==> src/rtl/axist_patgen_ctrl.sv <==
// axist_patgen_ctrl
//
// Burst sequencer for the AXIST incrementing pattern generator. A start pulse
// latches the test configuration. The block then issues one gen_ena load pulse
// per burst and counts accepted beats to find the end of each burst. Between
// bursts it can insert an optional idle gap, and it advances the seed by a
// stride after every burst. When cfg_bursts is 0 the run is continuous:
// gen_cont_en is held high and the run lasts until stop.
//
// Handshake: a beat counts only when gen_beat=1 and fifo_full=0 in the same
// cycle, and only while a burst is running. Beats seen in the load or gap
// cycles are ignored. stop has priority over a beat in the same cycle.
//
// Optional feature (macro AXIST_PATCTRL_STALL_CNT_EN): when the macro is
// defined, stall_cnt counts the cycles spent running with fifo_full=1. The
// count saturates at 0xFFFF and is cleared by start. When the macro is
// undefined, stall_cnt is tied to 0.
//
// Ports:
//   clk, rst          clock, synchronous active-high reset
//   start, stop       begin sequence (IDLE only) / abort or end continuous run
//   cfg_seed/len/bursts/gap/stride   test configuration, latched on start
//   gen_beat, fifo_full              generator beat and checker back-pressure
//   gen_ena, gen_seed, gen_cnt, gen_cont_en   generator controls
//   busy, done, burst_idx, stall_cnt          status
module axist_patgen_ctrl #(
  parameter int LEADER_MODE = 1,
  parameter int GAP_W       = 8,
  localparam int SW         = 40 * LEADER_MODE
) (
  input  logic             clk,
  input  logic             rst,
  input  logic             start,
  input  logic             stop,
  input  logic [SW-1:0]    cfg_seed,
  input  logic [8:0]       cfg_len,
  input  logic [7:0]       cfg_bursts,
  input  logic [GAP_W-1:0] cfg_gap,
  input  logic [SW-1:0]    cfg_stride,
  input  logic             gen_beat,
  input  logic             fifo_full,
  output logic             gen_ena,
  output logic [SW-1:0]    gen_seed,
  output logic [8:0]       gen_cnt,
  output logic             gen_cont_en,
  output logic             busy,
  output logic             done,
  output logic [7:0]       burst_idx,
  output logic [15:0]      stall_cnt
);

  localparam logic [2:0] S_IDLE = 3'd0;
  localparam logic [2:0] S_LOAD = 3'd1;
  localparam logic [2:0] S_RUN  = 3'd2;
  localparam logic [2:0] S_GAP  = 3'd3;
  localparam logic [2:0] S_DONE = 3'd4;

  logic [2:0]       state;
  logic [SW-1:0]    seed_r;
  logic [SW-1:0]    stride_r;
  logic [SW-1:0]    gen_seed_r;
  logic [8:0]       len_r;
  logic [7:0]       bursts_r;
  logic [GAP_W-1:0] gap_r;
  logic [GAP_W-1:0] gap_cnt;
  logic [8:0]       beat_cnt;
  logic [7:0]       burst_idx_r;

  logic valid_beat;
  logic cont_mode;
  logic beat_last;

  assign valid_beat = gen_beat & ~fifo_full;
  assign cont_mode  = (bursts_r == 8'd0);
  assign beat_last  = valid_beat && (beat_cnt == len_r);

  always_ff @(posedge clk) begin
    if (rst) begin
      state       <= S_IDLE;
      seed_r      <= '0;
      stride_r    <= '0;
      gen_seed_r  <= '0;
      len_r       <= '0;
      bursts_r    <= '0;
      gap_r       <= '0;
      gap_cnt     <= '0;
      beat_cnt    <= '0;
      burst_idx_r <= '0;
    end else begin
      case (state)
        S_IDLE: begin
          if (start) begin
            seed_r      <= cfg_seed;
            stride_r    <= cfg_stride;
            len_r       <= cfg_len;
            bursts_r    <= cfg_bursts;
            gap_r       <= cfg_gap;
            gen_seed_r  <= cfg_seed;
            burst_idx_r <= 8'd0;
            state       <= S_LOAD;
          end
        end
        S_LOAD: begin
          beat_cnt <= 9'd0;
          state    <= stop ? S_DONE : S_RUN;
        end
        S_RUN: begin
          if (stop) begin
            state <= S_DONE;
          end else if (valid_beat) begin
            if (!beat_last) begin
              beat_cnt <= beat_cnt + 9'd1;
            end else if (cont_mode) begin
              // Continuous: wrap the beat count, keep the same seed.
              beat_cnt    <= 9'd0;
              burst_idx_r <= burst_idx_r + 8'd1;
            end else begin
              burst_idx_r <= burst_idx_r + 8'd1;
              seed_r      <= seed_r + stride_r;
              if (burst_idx_r + 8'd1 == bursts_r) begin
                state <= S_DONE;
              end else if (gap_r == '0) begin
                // Straight back to LOAD, so present the advanced seed now.
                gen_seed_r <= seed_r + stride_r;
                state      <= S_LOAD;
              end else begin
                gap_cnt <= gap_r;
                state   <= S_GAP;
              end
            end
          end
        end
        S_GAP: begin
          if (stop) begin
            state <= S_DONE;
          end else if (gap_cnt == GAP_W'(1)) begin
            // seed_r was already advanced at the end of the previous burst.
            gen_seed_r <= seed_r;
            state      <= S_LOAD;
          end else begin
            gap_cnt <= gap_cnt - GAP_W'(1);
          end
        end
        S_DONE: begin
          state <= S_IDLE;
        end
        default: begin
          state <= S_IDLE;
        end
      endcase
    end
  end

`ifdef AXIST_PATCTRL_STALL_CNT_EN
  logic [15:0] stall_r;

  always_ff @(posedge clk) begin
    if (rst) begin
      stall_r <= 16'd0;
    end else if (state == S_IDLE && start) begin
      stall_r <= 16'd0;
    end else if (state == S_RUN && fifo_full && stall_r != 16'hFFFF) begin
      stall_r <= stall_r + 16'd1;
    end
  end

  assign stall_cnt = stall_r;
`else
  assign stall_cnt = 16'd0;
`endif

  // LOAD lasts one cycle and is always followed by RUN or DONE, so gen_ena
  // can never be high in two consecutive cycles.
  assign gen_ena     = (state == S_LOAD);
  assign gen_cont_en = cont_mode && (state == S_LOAD || state == S_RUN);
  assign gen_seed    = gen_seed_r;
  assign gen_cnt     = len_r;
  assign busy        = (state != S_IDLE);
  assign done        = (state == S_DONE);
  assign burst_idx   = burst_idx_r;

endmodule
==> config.mk <==
export PLATFORM = sky130hd
export DESIGN_NAME = axist_patgen_ctrl
export DESIGN_NICKNAME = d
export VERILOG_FILES = /design/src/rtl/axist_patgen_ctrl.sv
export SDC_FILE = /design/constraint.sdc
export NUM_CORES = 1
export LEC_CHECK = 0
export BUFFER_PORTS_ARGS = -buffer_cell sky130_fd_sc_hd__buf_2
export CORE_UTILIZATION = 28
export CTS_BUF_LIST = sky130_fd_sc_hd__clkbuf_2
export DETAILED_ROUTE_END_ITERATION = 10
export GPL_TIMING_DRIVEN = 0
export PLACE_DENSITY_LB_ADDON = 0.05
export SLEW_MARGIN = 5
export SYNTH_ARGS = -nofsm -noshare
export SYNTH_HDL_FRONTEND = slang
export SYNTH_SLANG_ARGS = --single-unit
==> constraint.sdc <==
create_clock -name clk -period 4.2 [get_ports clk]
set_clock_uncertainty 0.2 [all_clocks]
set_input_delay 0 -clock clk [delete_from_list [all_inputs] [get_ports clk]]
set_output_delay 0 -clock clk [all_outputs]
set_load 0.02 [all_outputs]
==> metrics.md, run 1 <==
| Metric | Value |
|---|---|
| DP Wirelength | `around 38 mm` |
| Final setup vio count | `0` |
| Inserted Clock Buffers | `17` |
| Initial antenna violation count | `1` |
| Synth Area per Inst | `approximately 7.4 um^2` |
| Total GRT Usage | `26.0%` |
| CTS tree | `built` |
| Fin crit share | `between 90 and 100%` |
| Leakage power | `6.17 nW` |
| Vias post-DR | `12,700` |
| CP Class | `reg -> reg` |
| Clock Path Buffers | `2` |
| Worst r2r src | `seed_r[0]` |
| Final Wtd Congestion | `0.911` |
| Area grow syn2layout | `40.7%` |
| # IOs | `188` |
| Crit-path max FO | `3` |
| Critical Path RT | `4.88 ns` |
| DRC viols | `0` |
| FF+latch count, synth | `173` |
| Minimum clock period after layout | `4.02 ns` |
| Hold Fails Final Rpt | `0` |
| Max Fclk | `249 MHz` |
| Final ANT Viol Nets | `0` |
| Commonest non-fill, non-tap cell in the layout | `nand2_1` |
| Worst-path clk slew | `around 0.33 ns` |
| Max-Cap Viols | `0` |
| Most frequent cells in the layout | `nand2_1, dlygate4sd3_1, a21oi_1` |
| Cell Area, Synth | `10,800 um^2` |
| Starting Density | `about 29%` |
| Vias/cell | `5.18` |
| Power Density | `436 nW/um^2` |
| Total die area | `slightly below 40,000 um^2` |
| First drt pass iteration count | `5` |
| Status | `finished, final reports clean` |
| Start point of the critical path | `seed_r[0]` |
| Layout Nets | `2,082` |
| Arrival @ worst endpoint | `4.69 ns` |
| Netlist cell types | `77` |
| CTS root buffer | `clkbuf_2` |
| Share of cells above drive strength 1 | `14.0%` |
| H-tree depth | `4` |
| Hold path start | `cfg_gap[1]` |
| Post-synth top area share | `between 30% and 40%` |
| Hold Crit Class | `in -> reg` |
| Cell count after placement | `between 2,000 and 2,500` |
| Placeable core area | `37,800 um^2` |
| DP Worst Slack | `approximately 0.35 ns` |
| Global-route wire length before repair | `approximately 75 mm` |
| Post-synth top area cell | `dfxtp_1` |
| Worst setup SP type | `flip-flop` |
| Hold_ws | `around 0.22 ns` |
| Num rows | `71` |
| Clk Latency, worst-skew pair | `0.87 ns` |
| Pin count of the biggest net entering global routing | `17` |
| Synth top area cells | `dfxtp_1, nand2_1, a21oi_1, ha_1, nor2_1` |
| RSZ-0062 raised after global routing | `false` |
| Mapped Cells | `around 1,500` |
| Post-route cell area | `roughly 15,000 um^2` |
| Layout Utilization | `40.2%` |
| Crit. End Element | `flip-flop` |
| Max VDD drop | `0.243 mV` |
| Buffers on Ports | `171` |
| Number of global-route vias before repair | `12,200` |
| Final Max Slew Viols | `0` |
| Post-detailed-routing wire length | `51.0 mm` |
| Placed Area | `12,400 um^2` |
| Ys Warns | `0` |
| Avg WL per Cell | `20.8 um` |
| Post-synth ARST share | `0%` |
| CTS Sinks | `173` |
| Worst slew pin tran | `1.31 ns` |
| Max-Slew Margin vs Limit | `around 13%` |
| Die Width | `198 um` |
| Tot Pwr | `6.62 mW` |
| Setup_tns | `0 ns` |
| Final WS setup | `0.183 ns` |
| Post-synth top flop | `dfxtp_1` |
| DR iter-0 viols | `868` |
| Non-filler instance count after layout | `2,452` |
| DIE HEIGHT | `198 um` |
| EDFF count, synth | `0` |
| Gr ovfl total | `0` |
| Sequential fraction of the synthesis area | `32.1%` |
## worst paths after layout
check	end	depth (start not counted)	slack (ns)
worst max register to register	gen_seed[28]	11	0.18
worst min-delay path	gap_r[1]	5	0.22
worst max-delay path	gen_seed[28]	11	0.18
worst min register to register	gen_seed[12]	2	0.27
## worst max-delay path: stages, from the launching register on
cell,delay (ns)
dfxtp_1,0.40
ha_1,0.25
fa_1,0.44
a211oi_1,0.33
o21ai_1,0.22
a32oi_1,0.41
a211oi_1,0.27
o21ai_1,0.28
mux2i_1,0.25
nor2_1,0.07
o41ai_1,0.30
dlygate4sd3_1,0.59
## sequential cells by signal (all words and copies together) (netlist names)
register,flops
beat_cnt,9
burst_idx,8
bursts_r,8
gap_cnt,8
gap_r,8
gen_cnt,9
gen_seed,40
seed_r,40
state,3
stride_r,40
## cells in the mapped netlist, drive strengths merged (14+ instances only)
| cell type | count |
|---|---|
| a21o | 18 |
| inv | 27 |
| nor2 | 126 |
| nand4 | 15 |
| o21ai | 74 |
| nand2 | 277 |
| nor3 | 23 |
| a31oi | 15 |
| o211ai | 43 |
| clkbuf | 83 |
| a21oi | 192 |
| and3 | 15 |
| or3 | 14 |
| buf | 38 |
| ha | 43 |
| xnor2 | 32 |
| dfxtp | 173 |
| a211oi | 22 |
| a311oi | 22 |
| nand3 | 30 |
| xor2 | 17 |
## where the power goes
| part | internal (mW) | total, mW | leakage [nW] | switching [mW] |
|---|---|---|---|---|
| sequential | 1.95 | 2.25 | 1.42 | 0.301 |
| combinational | 1.15 | 3.34 | 4.61 | 2.19 |
| clock | 0.336 | 1.03 | 0.143 | 0.695 |
## layout make-up
type	count	area (um^2)
fill	4163	22600
multi-input combinational	1161	6760
sequential	173	3460
timing repair buffer	428	3430
tap	511	639
buffer	119	547
clock inverter	14	168
inverter	27	101
clock buffer	18	90.1
antenna	1	2.50
## per-layer routing
layer | up-vias | global-route usage (%) | wire length [um]
li1 | 6161 | - | -
met1 | 6033 | 34.2 | 23000
met2 | 420 | 43.2 | 23700
met3 | 78 | 3.78 | 2650
met4 | 0 | 9.34 | 1650
met5 | - | 0 | 0
## cells by family after synthesis
family / Yosys count / share of synthesized area, %
simple gates: 561 / 23.0
mux: 10 / 0.927
other cells: 1 / 0.0347
xor+xnor: 49 / 3.97
buf+inv: 148 / 6.00
fa+ha+maj: 44 / 5.17
compound gates: 481 / 28.8
flops: 173 / 32.1
## timing repair
item,in CTS,in global routing
pin swaps,0,0
resized for setup,1,14
setup endpoints to repair,1,8
endpoints found under the hold margin,173,0
setup buffers,0,0
hold buffers,257,0
(Power assumes the default switching activity.)
==> run 2: changes to the inputs <==
--- a/config.mk
+++ b/config.mk
@@ -6,6 +6,8 @@
 export NUM_CORES = 1
 export LEC_CHECK = 0
 export BUFFER_PORTS_ARGS = -buffer_cell sky130_fd_sc_hd__buf_2
+export CELL_PAD_IN_SITES_DETAIL_PLACEMENT = 0
+export CELL_PAD_IN_SITES_GLOBAL_PLACEMENT = 1
 export CORE_UTILIZATION = 28
 export CTS_BUF_LIST = sky130_fd_sc_hd__clkbuf_2
 export DETAILED_ROUTE_END_ITERATION = 10
==> run 2 against run 1 <==
Worst hold slack lost 0.010 ns. Non-clock buffer count rose by 1. Register-to-register slack got worse by 0.02 ns. Clock power decreased by 12%. Critical path type unchanged.
==> metrics.md, run 2 (synthesis gave the netlist of run 1 again) <==
| Metric | Value |
|---|---|
| Crit path max-delay cell type | `dlygate4sd3_1` |
| CTS tree | `built` |
| DR iter-0 viols | `892` |
| Filler Cell Count | `between 4,000 and 5,000` |
| Hold Fails Final Rpt | `0` |
| RSZ-0062 raised after global routing | `false` |
| Avg WL per Cell | `~21 um` |
| Clock Path Buffers | `2` |
| Max Fclk | `between 200 and 250 MHz` |
| Buffers on Ports | `171` |
| DRC viols | `0` |
| CTS Sinks | `173` |
| Num rows | `71` |
| Final setup vio count | `0` |
| Setup Buffers After CTS | `0` |
| Worst r2r src | `state[2]` |
| Most frequent cells in the layout | `nand2_1, dlygate4sd3_1, a21oi_1` |
| Starting Density | `28.5%` |
| Buffer and inverter count on the worst path | `4` |
| Levels on crit path | `10` |
| Initial antenna violation count | `1` |
| Slowest stage delay, CP | `0.61 ns` |
| Delay-heaviest family, CP | `buffers and inverters` |
| Status | `finished, final reports clean` |
| Worst-path clk slew | `0.30 ns` |
| Share of cells above drive strength 1 | `13.7%` |
| Hold Crit Class | `in -> reg` |
| Max-Cap Viols | `0` |
| CTS root buffer | `clkbuf_2` |
| Worst slew pin tran | `1.27 ns` |
| Power Density | `430 nW/um^2` |
| Hold_ws | `0.209 ns` |
| Cells along the critical path | `clkbuf_1 > nand2b_1 > clkbuf_1 > nor2_2 > o21ai_0 > a21bo_2 > a21oi_2 > clkbuf_1 > a311oi_1 > dlygate4sd3_1` |
| Flop2flop setup slack | `0.17 ns` |
| Die Width | `198 um` |
| Total die area | `roughly 39,000 um^2` |
| Placeable core area | `around 38,000 um^2` |
| Layout Nets | `around 2,100` |
| Max VDD drop | `0.256 mV` |
| Minimum clock period after layout | `4.03 ns` |
| Pin count of the biggest net entering global routing | `17` |
| H-tree depth | `4` |
| # IOs | `between 150 and 200` |
| Path depth of the worst reg2reg path | `10` |
| Gr ovfl total | `0` |
| Critical Path Most Common Cell | `clkbuf_1` |
| Arrival @ worst endpoint | `4.61 ns` |
| Leakage power | `6.13 nW` |
| Max-Slew Margin vs Limit | `about 15%` |
| Post-route cell area | `15,100 um^2` |
| Layout Utilization | `about 40%` |
| Inserted Clock Buffers | `17` |
| Crit. End Element | `flip-flop` |
| Commonest non-fill, non-tap cell in the layout | `nand2_1` |
| Setup_tns | `0 ns` |
| Total GRT Usage | `26.5%` |
| Final ANT Viol Nets | `0` |
| DP Wirelength | `37.4 mm` |
| Start point of the critical path | `state[2]` |
| Global-route wire length before repair | `76.5 mm` |
| Critical Path RT | `4.78 ns` |
| Placed Area | `12,400 um^2` |
| First drt pass iteration count | `5` |
| Clk Latency, worst-skew pair | `0.88 ns` |
| Worst setup SP type | `flip-flop` |
| Post-detailed-routing wire length | `51.8 mm` |
| Final Max Slew Viols | `0` |
| Vias post-DR | `12,700` |
| Crit-path max FO | `10` |
| Vias/cell | `5.17` |
| Final Wtd Congestion | `a little under 0.9` |
| DIE HEIGHT | `198 um` |
| Fin crit share | `96.0%` |
| Reg-to-reg endpoint | `seed_r[1]` |
| Area grow syn2layout | `40.1%` |
| End of the critical path | `seed_r[1]` |
| CP Class | `reg -> reg` |
| Number of global-route vias before repair | `12,100` |
## run 2: layout make-up
type | count | area [um^2] | area share (%)
timing repair buffer | 427 | 3420 | 22.6
clock buffer | 18 | 90.1 | 0.595
clock inverter | 13 | 118 | 0.777
sequential | 173 | 3460 | 22.9
inverter | 27 | 101 | 0.670
tap | 511 | 639 | 4.23
multi-input combinational | 1161 | 6750 | 44.6
antenna | 1 | 2.50 | 0.0165
buffer | 121 | 549 | 3.63
## run 2: repair_timing
item | in CTS | in global routing
gates resized for setup | 0 | 4
endpoints found under the hold margin | 173 | 0
endpoints found under the setup margin | 0 | 3
hold buffers | 256 | 0
## run 2: routing by layer
layer	GRT usage, %	part of all wire [%]
met2	43.8	47
met3	3.75	4.7
met5	0	0
met1	36.5	47
met4	5.75	1.5
## run 2: metrics by stage
| step | total power, mW | worst slack [ns] | cells |
|---|---|---|---|
| global route | 6.94 | 0.00486 | 2452 |
| finish | 6.50 | 0.167 | 2452 |
| global placement | 5.33 | 0.245 | 2164 |
| floorplan | 4.13 | 1.19 | 1482 |
| CTS | 6.50 | 0.0289 | 2451 |
| detailed placement | 5.34 | 0.330 | 2164 |
## run 2: worst min-delay path by stage
stage | depth (start not counted) | slack, ns | to | from
final | 5 | 0.21 | stride_r[31] | cfg_stride[31]
after global routing | 5 | 0.13 | stride_r[33] | cfg_stride[33]
after CTS | 5 | 0.13 | stride_r[31] | cfg_stride[31]
after detailed placement | 3 | 0.05 | stride_r[34] | cfg_stride[34]
after global placement | 3 | 0.04 | stride_r[34] | cfg_stride[34]
after floorplan | 2 | -0.06 | stride_r[0] | cfg_stride[0]
## run 2: power breakdown
part	internal (mW)	switching (mW)	leakage, nW
clock network	0.216	0.686	0.121
registers	1.95	0.261	1.42
logic	1.15	2.24	4.59
total	3.32	3.19	6.13
## run 2: worst register-to-register path: stages, from the launching register on
cell,delay (ns)
dfxtp_1,0.38
clkbuf_1,0.29
nand2b_1,0.15
clkbuf_1,0.49
nor2_2,0.20
o21ai_0,0.19
a21bo_2,0.33
a21oi_2,0.34
clkbuf_1,0.59
a311oi_1,0.18
dlygate4sd3_1,0.61
==> run 3: changes to the inputs <==
--- a/config.mk
+++ b/config.mk
@@ -9,7 +9,7 @@
 export CELL_PAD_IN_SITES_DETAIL_PLACEMENT = 0
 export CELL_PAD_IN_SITES_GLOBAL_PLACEMENT = 1
 export CORE_UTILIZATION = 28
-export CTS_BUF_LIST = sky130_fd_sc_hd__clkbuf_2
+export CTS_BUF_LIST = sky130_fd_sc_hd__clkbuf_8
 export DETAILED_ROUTE_END_ITERATION = 10
 export GPL_TIMING_DRIVEN = 0
 export PLACE_DENSITY_LB_ADDON = 0.05
==> constraint.sdc (replaced) <==
create_clock -name clk -period 4.6 [get_ports clk]
set_clock_uncertainty 0.2 [all_clocks]
set_input_delay 0 -clock clk [delete_from_list [all_inputs] [get_ports clk]]
set_output_delay 0 -clock clk [all_outputs]
set_load 0.02 [all_outputs]
==> run 3 against run 2 <==
Register-to-register slack improved by 0.45 ns. Setup slack better by 0.45 ns. Critical path type unchanged. Power decreased by 6.9%. Non-clock buffer count shrank 136. Clock power rose by 21%. First-iteration DRC count rose by 1.1%. Sequential cell count unchanged. Worst hold slack worse by 0.16 ns. Count of clock-buffer cells in the layout unchanged.
==> metrics.md, run 3 (synthesis gave the netlist of run 1 again) <==
| Metric | Value |
|---|---|
| Status | `finished, final reports clean` |
| DR iter-0 viols | `902` |
| Post-detailed-routing wire length | `50.6 mm` |
| Hold Fails Final Rpt | `0` |
| Max-Slew Margin vs Limit | `17.5%` |
| Number of global-route vias before repair | `roughly 11,000` |
| H-tree depth | `4` |
| Leakage power | `5.60 nW` |
| Worst-path clk slew | `0.11 ns` |
| Crit-path max FO | `6` |
| CTS root buffer | `clkbuf_8` |
| Final ANT Viol Nets | `0` |
| CTS Sinks | `173` |
| Worst slew pin tran | `around 1.2 ns` |
| Gr ovfl total | `0` |
| Net switching power | `slightly below 3 mW` |
| Total die area | `between 30,000 and 40,000 um^2` |
| Fraction of power consumed by the clock network | `18.0%` |
| Share of cells above drive strength 1 | `~15%` |
| Final Wtd Congestion | `0.876` |
| Worst setup SP type | `flip-flop` |
| Starting Density | `between 20% and 30%` |
| Power Density | `approximately 430 nW/um^2` |
| Commonest non-fill, non-tap cell in the layout | `nand2_1` |
| Hold path start | `fifo_full` |
| Hold Path Cell Cnt | `8` |
| CP Class | `reg -> reg` |
| Most frequent cells in the layout | `nand2_1, a21oi_1, buf_2` |
| Flop2flop setup slack | `0.61 ns` |
| Final Max Slew Viols | `0` |
| Setup_tns | `0 ns` |
| Reg-to-reg endpoint | `gen_seed[39]` |
| First drt pass iteration count | `5` |
| Switch share | `48.0%` |
| Total GRT Usage | `26.0%` |
| Worst r2r src | `seed_r[8]` |
| Buffers on Ports | `171` |
| Area grow syn2layout | `28.9%` |
| Die Width | `198 um` |
| Max Fclk | `251 MHz` |
| RSZ-0062 raised after global routing | `false` |
| Comb pwr share | `48.7%` |
| Max-Cap Viols | `0` |
| Internal power | `3.15 mW` |
| Avg WL per Cell | `21.8 um` |
| DIE HEIGHT | `198 um` |
| Global-route wire length before repair | `between 70 and 80 mm` |
| Sequential share of power | `33.2%` |
| Crit. End Element | `flip-flop` |
| Filler Cell Count | `4,171` |
| Vias/cell | `roughly 5.2` |
| Initial antenna violation count | `1` |
| # IOs | `approximately 190` |
| Layout Utilization | `36.8%` |
| Num rows | `71` |
| Fin crit share | `between 80% and 90%` |
| Placeable core area | `37,800 um^2` |
| Path depth of the worst reg2reg path | `9` |
| DRC viols | `0` |
| Max VDD drop | `0.283 mV` |
| Inserted Clock Buffers | `17` |
| Critical Path RT | `4.76 ns` |
| DP Wirelength | `37.4 mm` |
| Tot Pwr | `6.05 mW` |
| Vias post-DR | `between 10,000 and 15,000` |
| Worst Hold Endpoint | `beat_cnt[2]` |
| CTS tree | `built` |
| Pin count of the biggest net entering global routing | `17` |
| Arrival @ worst endpoint | `4.15 ns` |
| Minimum clock period after layout | `around 4.0 ns` |
| Hold Crit Class | `in -> reg` |
| Clk Latency, worst-skew pair | `approximately 0.51 ns` |
| Final setup vio count | `0` |
| Setup Buffers After CTS | `0` |
| Clock Path Buffers | `2` |
| Layout Nets | `between 1,500 and 2,000` |
==> run 3: repair_timing <==
| action | 4_1_cts | 5_1_grt |
|---|---|---|
| gates resized for setup | 0 | 0 |
| hold endpoints to repair | 154 | 0 |
| setup endpoints to repair | 0 | 0 |
| hold buffers | 120 | 0 |
==> run 3: metrics by stage <==
stage / setup WS, ns / cells / hold slack (ns) / area, um^2
final: 0.614 / 2316 / 0.0492 / 13900
after detailed placement: 0.730 / 2164 / 0.0467 / 12400
after CTS: 0.698 / 2315 / 0.0254 / 13900
after floorplan: 1.59 / 1482 / -0.0640 / 10900
after global placement: 0.645 / 2164 / 0.0435 / 12400
after global routing: 0.406 / 2315 / 0.0367 / 13900
==> run 3: cell type report <==
cell class | count | area, um^2 | share of cell area, %
antenna | 1 | 2.50 | 0.0180
clock buffer | 18 | 248 | 1.78
sequential | 173 | 3460 | 24.9
multi-input combinational | 1161 | 6750 | 48.5
tap | 511 | 639 | 4.59
buffer | 121 | 547 | 3.93
clock inverter | 13 | 118 | 0.845
timing repair buffer | 291 | 2060 | 14.8
inverter | 27 | 101 | 0.728
==> run 3: worst max-delay path by stage <==
stage	from	end	slack (ns)	cells past startpoint
finish	seed_r[8]	gen_seed[39]	0.61	9
CTS	seed_r[1]	gen_seed[39]	0.70	9
floorplan	seed_r[0]	gen_seed[38]	1.59	10
detailed placement	seed_r[8]	gen_seed[39]	0.73	9
global placement	seed_r[1]	gen_seed[39]	0.64	9
global route	seed_r[1]	gen_seed[39]	0.41	9
==> run 3: critical path, stage by stage, from the launching register on <==
cell and delay, ns:
dfxtp_1 0.34, ha_1 0.40, a21oi_1 0.33, o221ai_1 0.15
a211oi_1 0.76, o21a_1 0.31, o21a_1 0.14, o211ai_1 0.12
a2111oi_0 0.96, nor2_1 0.13
==> run 3: layer usage <==
metal  up-vias  track usage (%)  share of wire, %
met4         0             6.18               1.4
met1      5819             36.1                47
li1       5886                -                 -
met3        38             3.56               4.9
met5         -                0                 0
met2       372             42.4                46
==> run 3: power by group through the flow <==
stage / registers, mW / clock network (mW) / logic (mW)
after floorplan: 2.08 / 0 / 1.69
after global placement: 2.04 / 0 / 2.83
after detailed placement: 2.05 / 0 / 2.83
after CTS: 2.01 / 1.13 / 2.93
after global routing: 2.04 / 1.18 / 3.22
final: 2.01 / 1.09 / 2.95
